<file path="src/rtl/avst_mul_pkg.sv">
// Shared constants and state types for the Avalon-ST multiplier slave.
// Build option: AVST_MUL_SIGNED_EN (two's-complement operands) is consumed by
// avalon_st_mul_slave; this package is the same in both builds.
package avst_mul_pkg;

  localparam logic [7:0] HDR_A = 8'h01;
  localparam logic [7:0] HDR_B = 8'h02;

  localparam int unsigned OPND_BYTES = 4;
  localparam int unsigned RES_BYTES  = 8;

  typedef enum logic [1:0] {
    COLLECT,
    MUL,
    TX
  } top_state_e;

  typedef enum logic [1:0] {
    HDR,
    DATA,
    SKIP
  } pkt_state_e;

endpackage

</file>
<file path="src/rtl/seq_mul.sv">
// Unsigned W x W shift-add multiplier, one partial product per cycle.
// Ports: clk, rst (async, active-high); start_i loads a_i/b_i and performs the
// first iteration on the same edge; done_o pulses for one cycle once all W
// iterations have completed, with product_o valid from then until next start.
module seq_mul #(
  parameter int unsigned W = 32
) (
  input  logic           clk,
  input  logic           rst,
  input  logic           start_i,
  input  logic [W-1:0]   a_i,
  input  logic [W-1:0]   b_i,
  output logic           done_o,
  output logic [2*W-1:0] product_o
);

  localparam int unsigned CNT_W = $clog2(W);

  logic             busy_q, busy_d;
  logic             done_q, done_d;
  logic [CNT_W-1:0] cnt_q, cnt_d;
  logic [W-1:0]     mcand_q, mcand_d;
  logic [2*W-1:0]   p_q, p_d;

  // One iteration: add multiplicand into the upper half when the multiplier
  // LSB is set, then shift the whole register right (carry enters the MSB).
  function automatic logic [2*W-1:0] step(input logic [2*W-1:0] p,
                                          input logic [W-1:0]   m);
    logic [W:0] sum;
    sum = {1'b0, p[2*W-1:W]} + (p[0] ? {1'b0, m} : (W+1)'(0));
    return {sum, p[W-1:1]};
  endfunction

  always_ff @(posedge clk or posedge rst) begin
    if (rst) begin
      busy_q  <= 1'b0;
      done_q  <= 1'b0;
      cnt_q   <= '0;
      mcand_q <= '0;
      p_q     <= '0;
    end else begin
      busy_q  <= busy_d;
      done_q  <= done_d;
      cnt_q   <= cnt_d;
      mcand_q <= mcand_d;
      p_q     <= p_d;
    end
  end

  always_comb begin
    busy_d  = busy_q;
    done_d  = 1'b0;
    cnt_d   = cnt_q;
    mcand_d = mcand_q;
    p_d     = p_q;
    if (start_i) begin
      mcand_d = a_i;
      p_d     = step({W'(0), b_i}, a_i);
      cnt_d   = CNT_W'(1);
      busy_d  = 1'b1;
    end else if (busy_q) begin
      p_d   = step(p_q, mcand_q);
      cnt_d = cnt_q + CNT_W'(1);
      if (cnt_q == CNT_W'(W - 1)) begin
        busy_d = 1'b0;
        done_d = 1'b1;
      end
    end
  end

  assign done_o    = done_q;
  assign product_o = p_q;

endmodule

</file>
<file path="src/rtl/avalon_st_mul_slave.sv">
// Avalon-ST slave: collects operand packets A (hdr 8'h01) and B (hdr 8'h02),
// each a header beat plus 4 data bytes MSB first, multiplies them with seq_mul
// and returns the 2*OPND_W-bit product as one 8-beat packet, MSB first.
// Ports: clk, rst (async, active-high); sink data_in/valid_in/
// startofpacket_in/endofpacket_in with registered ready_out; source data_out/
// valid_out/startofpacket_out/endofpacket_out with ready_in backpressure.
// Build option: AVST_MUL_SIGNED_EN treats operands as two's-complement.
module avalon_st_mul_slave
  import avst_mul_pkg::*;
#(
  parameter int unsigned DATA_W = 8,
  parameter int unsigned OPND_W = 32
) (
  input  logic              clk,
  input  logic              rst,
  input  logic [DATA_W-1:0] data_in,
  input  logic              valid_in,
  input  logic              startofpacket_in,
  input  logic              endofpacket_in,
  output logic              ready_out,
  output logic [DATA_W-1:0] data_out,
  output logic              valid_out,
  output logic              startofpacket_out,
  output logic              endofpacket_out,
  input  logic              ready_in
);

  localparam int unsigned RES_W = 2 * OPND_W;

  top_state_e        state_q, state_d;
  pkt_state_e        pkt_q, pkt_d;
  logic              sel_b_q, sel_b_d;
  logic [1:0]        cnt_q, cnt_d;
  logic [OPND_W-1:0] stage_q, stage_d;
  logic [OPND_W-1:0] a_q, a_d, b_q, b_d;
  logic              have_a_q, have_a_d, have_b_q, have_b_d;
  logic              start_q, start_d;
  logic              ready_q, ready_d;
  logic [RES_W-1:0]  tx_sr_q, tx_sr_d;
  logic [2:0]        beat_q, beat_d;
  logic              valid_q, valid_d;
  logic              sop_q, sop_d;
  logic              eop_q, eop_d;

  logic              sink_fire_c;
  logic [OPND_W-1:0] mul_a_c, mul_b_c;
  logic              mul_done_c;
  logic [RES_W-1:0]  mul_p_c, prod_c;

`ifdef AVST_MUL_SIGNED_EN
  // Multiply magnitudes; operands are stable through MUL so the sign is
  // taken straight from A/B when the product is loaded.
  logic neg_c;
  assign neg_c   = a_q[OPND_W-1] ^ b_q[OPND_W-1];
  assign mul_a_c = a_q[OPND_W-1] ? -a_q : a_q;
  assign mul_b_c = b_q[OPND_W-1] ? -b_q : b_q;
  assign prod_c  = neg_c ? -mul_p_c : mul_p_c;
`else
  assign mul_a_c = a_q;
  assign mul_b_c = b_q;
  assign prod_c  = mul_p_c;
`endif

  seq_mul #(.W(OPND_W)) u_seq_mul (
    .clk       (clk),
    .rst       (rst),
    .start_i   (start_q),
    .a_i       (mul_a_c),
    .b_i       (mul_b_c),
    .done_o    (mul_done_c),
    .product_o (mul_p_c)
  );

  assign sink_fire_c = valid_in && ready_q;

  always_ff @(posedge clk or posedge rst) begin
    if (rst) begin
      state_q  <= COLLECT;
      pkt_q    <= HDR;
      sel_b_q  <= 1'b0;
      cnt_q    <= '0;
      stage_q  <= '0;
      a_q      <= '0;
      b_q      <= '0;
      have_a_q <= 1'b0;
      have_b_q <= 1'b0;
      start_q  <= 1'b0;
      ready_q  <= 1'b1;
      tx_sr_q  <= '0;
      beat_q   <= '0;
      valid_q  <= 1'b0;
      sop_q    <= 1'b0;
      eop_q    <= 1'b0;
    end else begin
      state_q  <= state_d;
      pkt_q    <= pkt_d;
      sel_b_q  <= sel_b_d;
      cnt_q    <= cnt_d;
      stage_q  <= stage_d;
      a_q      <= a_d;
      b_q      <= b_d;
      have_a_q <= have_a_d;
      have_b_q <= have_b_d;
      start_q  <= start_d;
      ready_q  <= ready_d;
      tx_sr_q  <= tx_sr_d;
      beat_q   <= beat_d;
      valid_q  <= valid_d;
      sop_q    <= sop_d;
      eop_q    <= eop_d;
    end
  end

  always_comb begin
    state_d  = state_q;
    pkt_d    = pkt_q;
    sel_b_d  = sel_b_q;
    cnt_d    = cnt_q;
    stage_d  = stage_q;
    a_d      = a_q;
    b_d      = b_q;
    have_a_d = have_a_q;
    have_b_d = have_b_q;
    start_d  = 1'b0;
    ready_d  = ready_q;
    tx_sr_d  = tx_sr_q;
    beat_d   = beat_q;
    valid_d  = valid_q;
    sop_d    = sop_q;
    eop_d    = eop_q;

    case (state_q)
      COLLECT: begin
        if (sink_fire_c) begin
          if (startofpacket_in) begin
            // Any SOP beat restarts parsing as a header.
            cnt_d = '0;
            if (endofpacket_in) begin
              pkt_d = HDR;
            end else if (data_in == HDR_A) begin
              pkt_d   = DATA;
              sel_b_d = 1'b0;
            end else if (data_in == HDR_B) begin
              pkt_d   = DATA;
              sel_b_d = 1'b1;
            end else begin
              pkt_d = SKIP;
            end
          end else begin
            case (pkt_q)
              DATA: begin
                stage_d = {stage_q[OPND_W-DATA_W-1:0], data_in};
                if (cnt_q == 2'(OPND_BYTES - 1)) begin
                  if (endofpacket_in) begin
                    pkt_d = HDR;
                    if (sel_b_q) begin
                      b_d      = stage_d;
                      have_b_d = 1'b1;
                    end else begin
                      a_d      = stage_d;
                      have_a_d = 1'b1;
                    end
                  end else begin
                    pkt_d = SKIP;
                  end
                end else if (endofpacket_in) begin
                  pkt_d = HDR;
                end else begin
                  cnt_d = cnt_q + 2'd1;
                end
              end
              SKIP: begin
                if (endofpacket_in) pkt_d = HDR;
              end
              default: ;
            endcase
          end
        end
        if (have_a_d && have_b_d) begin
          state_d = MUL;
          start_d = 1'b1;
          ready_d = 1'b0;
        end
      end

      MUL: begin
        if (mul_done_c) begin
          state_d = TX;
          tx_sr_d = prod_c;
          beat_d  = '0;
          valid_d = 1'b1;
          sop_d   = 1'b1;
          eop_d   = 1'b0;
        end
      end

      TX: begin
        if (valid_q && ready_in) begin
          tx_sr_d = {tx_sr_q[RES_W-DATA_W-1:0], DATA_W'(0)};
          beat_d  = beat_q + 3'd1;
          sop_d   = 1'b0;
          if (beat_q == 3'(RES_BYTES - 1)) begin
            valid_d  = 1'b0;
            eop_d    = 1'b0;
            have_a_d = 1'b0;
            have_b_d = 1'b0;
            state_d  = COLLECT;
            ready_d  = 1'b1;
          end else begin
            eop_d = (beat_q == 3'(RES_BYTES - 2));
          end
        end
      end

      default: state_d = COLLECT;
    endcase
  end

  assign ready_out         = ready_q;
  assign data_out          = tx_sr_q[RES_W-1 -: DATA_W];
  assign valid_out         = valid_q;
  assign startofpacket_out = sop_q;
  assign endofpacket_out   = eop_q;

endmodule

</file>
<file path="config.mk">
export PLATFORM = sky130hd
export DESIGN_NAME = avalon_st_mul_slave
export DESIGN_NICKNAME = d
export VERILOG_FILES = /design/src/rtl/avst_mul_pkg.sv /design/src/rtl/seq_mul.sv /design/src/rtl/avalon_st_mul_slave.sv
export SDC_FILE = /design/constraint.sdc
export NUM_CORES = 1
export LEC_CHECK = 0
export CORE_MARGIN = 4
export CORE_UTILIZATION = 60
export CTS_CLUSTER_SIZE = 16
export DETAILED_ROUTE_END_ITERATION = 10
export GPL_ROUTABILITY_DRIVEN = 0
export PLACE_DENSITY = 0.81
export SYNTH_ARGS = -nofsm -noshare
export SYNTH_HDL_FRONTEND = slang
export SYNTH_SLANG_ARGS = --single-unit
</file>
<file path="constraint.sdc">
create_clock -name clk -period 11.3 [get_ports clk]
set_clock_uncertainty 0.2 [all_clocks]
set_input_delay 2.26 -clock clk [delete_from_list [all_inputs] [get_ports clk]]
set_output_delay 2.26 -clock clk [all_outputs]
set_load 0.1 [all_outputs]
</file>
==> metrics.txt <==
status=finished, final reports clean; # setup viols final=0; GRT Overall Usage=25.30%; critical path type=reg2out; number of clock sinks=272; synthesized area=13220 sq um; max incr delay on CP=1140 ps; CTS tree=done; RSZ-0062 raised after global routing=false; core area=21760 sq um; H-tree level count=1; IO Count=26; vias in the first global route=9384; crit path DAT=2270 ps; ys async rst share=100.0%; Synth top area share=51.30%; Post-CTS Hold Buffers=0; maxcap violations=0; top_reg_cell synth=dfrtp_1; warnings from Yosys=0; Clk pwr share=48.1%; effective utilization at floorplan=60.76%; Iteration-0 DRC Markers=737; Slew Limit Headroom=22.35%; Worst EP required=8840 ps; diode count=0; worst hold-check path type=reg2reg; drt wl/cell=20.46 um; synthesis-to-layout area growth=9.995%; Setup crit end kind=primary output; PwrDens=132.8 nW/um^2; initial antenna violation count=0; Syn Area/Cell=11.14 sq um; most common library cell in the layout ignoring fill and taps=dfrtp_1; CTS resizes=0; clock root buffer master=clkbuf_16; post-synth top area cell=dfrtp_1; chip width=156.4 um; share of cells above drive strength 1=16.44%; Pint=1.528 mW; Mapped Cells=1187; grt total ovfl=0; Clk pin slew, worst setup/hold paths=60 ps; CP Cell Sequence=clkdlybuf4s50_1; Slew Viols, Final=0; Worst-Margin Slew=1165 ps; Die Span Y=156.4 um; critical path launch point type=register; clock buffer depth=3; final hold violations=0; Sw Share=20.88%; postcts setup bufs=0; commonest cells after routing, fill and taps aside=dfrtp_1 (269), o21ai_0 (142), nand2_1 (141); first-pass GRT wire length=49890 um; setup TNS=0 ps; P_leak=6.629 nW; critical-path maximum fanout=4; Via Count=9188; Reg power frac=50.4%; Post-synth EDFFs=0; total wire length=30240 um; DP HPWL=19620 um; Inserted Clock Buffers=28; register area share after synthesis=51.50%; fillcell total=1622; dpl ws=6501 ps; r2r setup slk=7830 ps; Worst Path Buf+Inv=1; Die ar.=24470 sq um; sw power=0.4033 mW; Crit path max-delay family=buffers and inverters; via density per instance=6.217; DR pass1 iterations=5; combinational fraction of design power=1.5%; synth top area cells=dfrtp_1 (51%), mux2_2 (10%), mux2i_1 (7.6%); post-synth cell types=61; ratio of final minimum period to clock period=41.88%; critical path's slowest cell=clkdlybuf4s50_1; final antenna-violating net count=0; Achievable Freq=0.2113 GHz; number of port buffers=25; Placement Rows=54; minimum clock period=4733 ps; Synth Register Bits=272; # nets final=1229; drt drc=0; worst-skew pair later-pin latency=560 ps; final worst slack=6567 ps; Max IR drop VDD=128.8 uV; largest net degree at the start of global routing=130; synthesized net count=1240; fin util=66.83%
[worst paths after layout]
check | startpoint | end | depth (start not counted)
max in group asynchronous | rst | a_q[30]$_DFFE_PP0P_ | 3
setup / recovery | ready_out$_DFFE_PP1P_ | ready_out | 1
min in group asynchronous | rst | u_seq_mul.cnt_q[0]$_DFFE_PP0P_ | 2
setup reg to reg | u_seq_mul.product_o[0]$_DFFE_PP0P_ | u_seq_mul.product_o[53]$_DFFE_PP0P_ | 11
hold / removal | b_q[1]$_DFFE_PP0P_ | u_seq_mul.product_o[0]$_DFFE_PP0P_ | 2
hold reg to reg | b_q[1]$_DFFE_PP0P_ | u_seq_mul.product_o[0]$_DFFE_PP0P_ | 2
[flip-flops by register name, indices dropped and copies added, names as in the netlist, 2 cells and up]
register / flops
cnt_q: 2
a_q: 32
u_seq_mul.mcand_q: 32
pkt_q: 2
state_q: 2
u_seq_mul.cnt_q: 5
b_q: 32
u_seq_mul.product_o: 64
tx_sr_q: 64
stage_q: 24
beat_q: 3
[power groups by stage]
| stage | Sequential, mW | Combinational, mW | Clock (mW) |
|---|---|---|---|
| 2_1_floorplan | 0.992 | 0.0155 | 0 |
| 3_3_place_gp | 0.992 | 0.0290 | 0 |
| 3_5_place_dp | 0.992 | 0.0293 | 0 |
| 4_1_cts | 0.974 | 0.0293 | 0.944 |
| 5_1_grt | 0.973 | 0.0323 | 0.989 |
| 6_report | 0.974 | 0.0281 | 0.930 |
[layer usage]
metal / wire (um) / global-route usage (%)
met2: 14260 / 40.52
met5: 0 / 0
met4: 666 / 7.190
met1: 13570 / 36.43
met3: 1742 / 3.761
[cell type report]
cell class                      instances  area (sq um)  share of cell area, %
Timing Repair Buffer                   38         347.8                  2.392
Clock buffer                           42         823.3                  5.662
Clock inverter                         10         115.1                 0.7917
Tap cell                              280         350.3                  2.409
Multi-Input combinational cell        825          6042                  41.55
Sequential cell                       272          6813                  46.85
Inverter                               11         48.80                 0.3356
[cell usage after synthesis, types with 6 or more instances]
| cell type | instances |
|---|---|
| mux2_2 | 120 |
| and2_1 | 35 |
| nand4_1 | 10 |
| nor2_1 | 26 |
| o211ai_1 | 6 |
| xor2_1 | 14 |
| buf_4 | 9 |
| mux2i_1 | 100 |
| and3_1 | 7 |
| a22o_1 | 8 |
| a21o_1 | 16 |
| o21ai_0 | 142 |
| a21oi_1 | 39 |
| buf_1 | 7 |
| nor3_1 | 10 |
| nand2_1 | 141 |
| nand3_1 | 12 |
| buf_2 | 19 |
| xnor2_1 | 17 |
| clkbuf_1 | 43 |
| inv_1 | 11 |
| dfrtp_1 | 271 |
| ha_1 | 38 |
| a22oi_1 | 18 |
[metrics by stage]
step           power [mW]  hold slack, ps  instances  instance area [sq um]
3_5_place_dp        1.021           256.9       1426                  13600
4_1_cts             1.947           276.5       1478                  14540
5_1_grt             1.995           296.7       1478                  14540
6_report            1.932           269.6       1478                  14540
3_3_place_gp        1.021           254.5       1426                  13600
2_1_floorplan       1.008           228.8       1187                  13220
[cell families (layout without fill, tap and decap cells)]
| logic type | after synthesis | after routing | synth area share, % |
|---|---|---|---|
| multiplexers | 220 | 220 | 17.79 |
| AND/OR/NAND/NOR | 262 | 262 | 9.229 |
| buffers and inverters | 90 | 101 | 3.000 |
| XOR/XNOR | 31 | 31 | 2.054 |
| flip-flops | 272 | 272 | 51.50 |
| adder cells (fa/ha/maj) | 39 | 39 | 3.748 |
| AO/OA/AOI/OAI | 273 | 273 | 12.67 |
(Power assumes the default switching activity.)
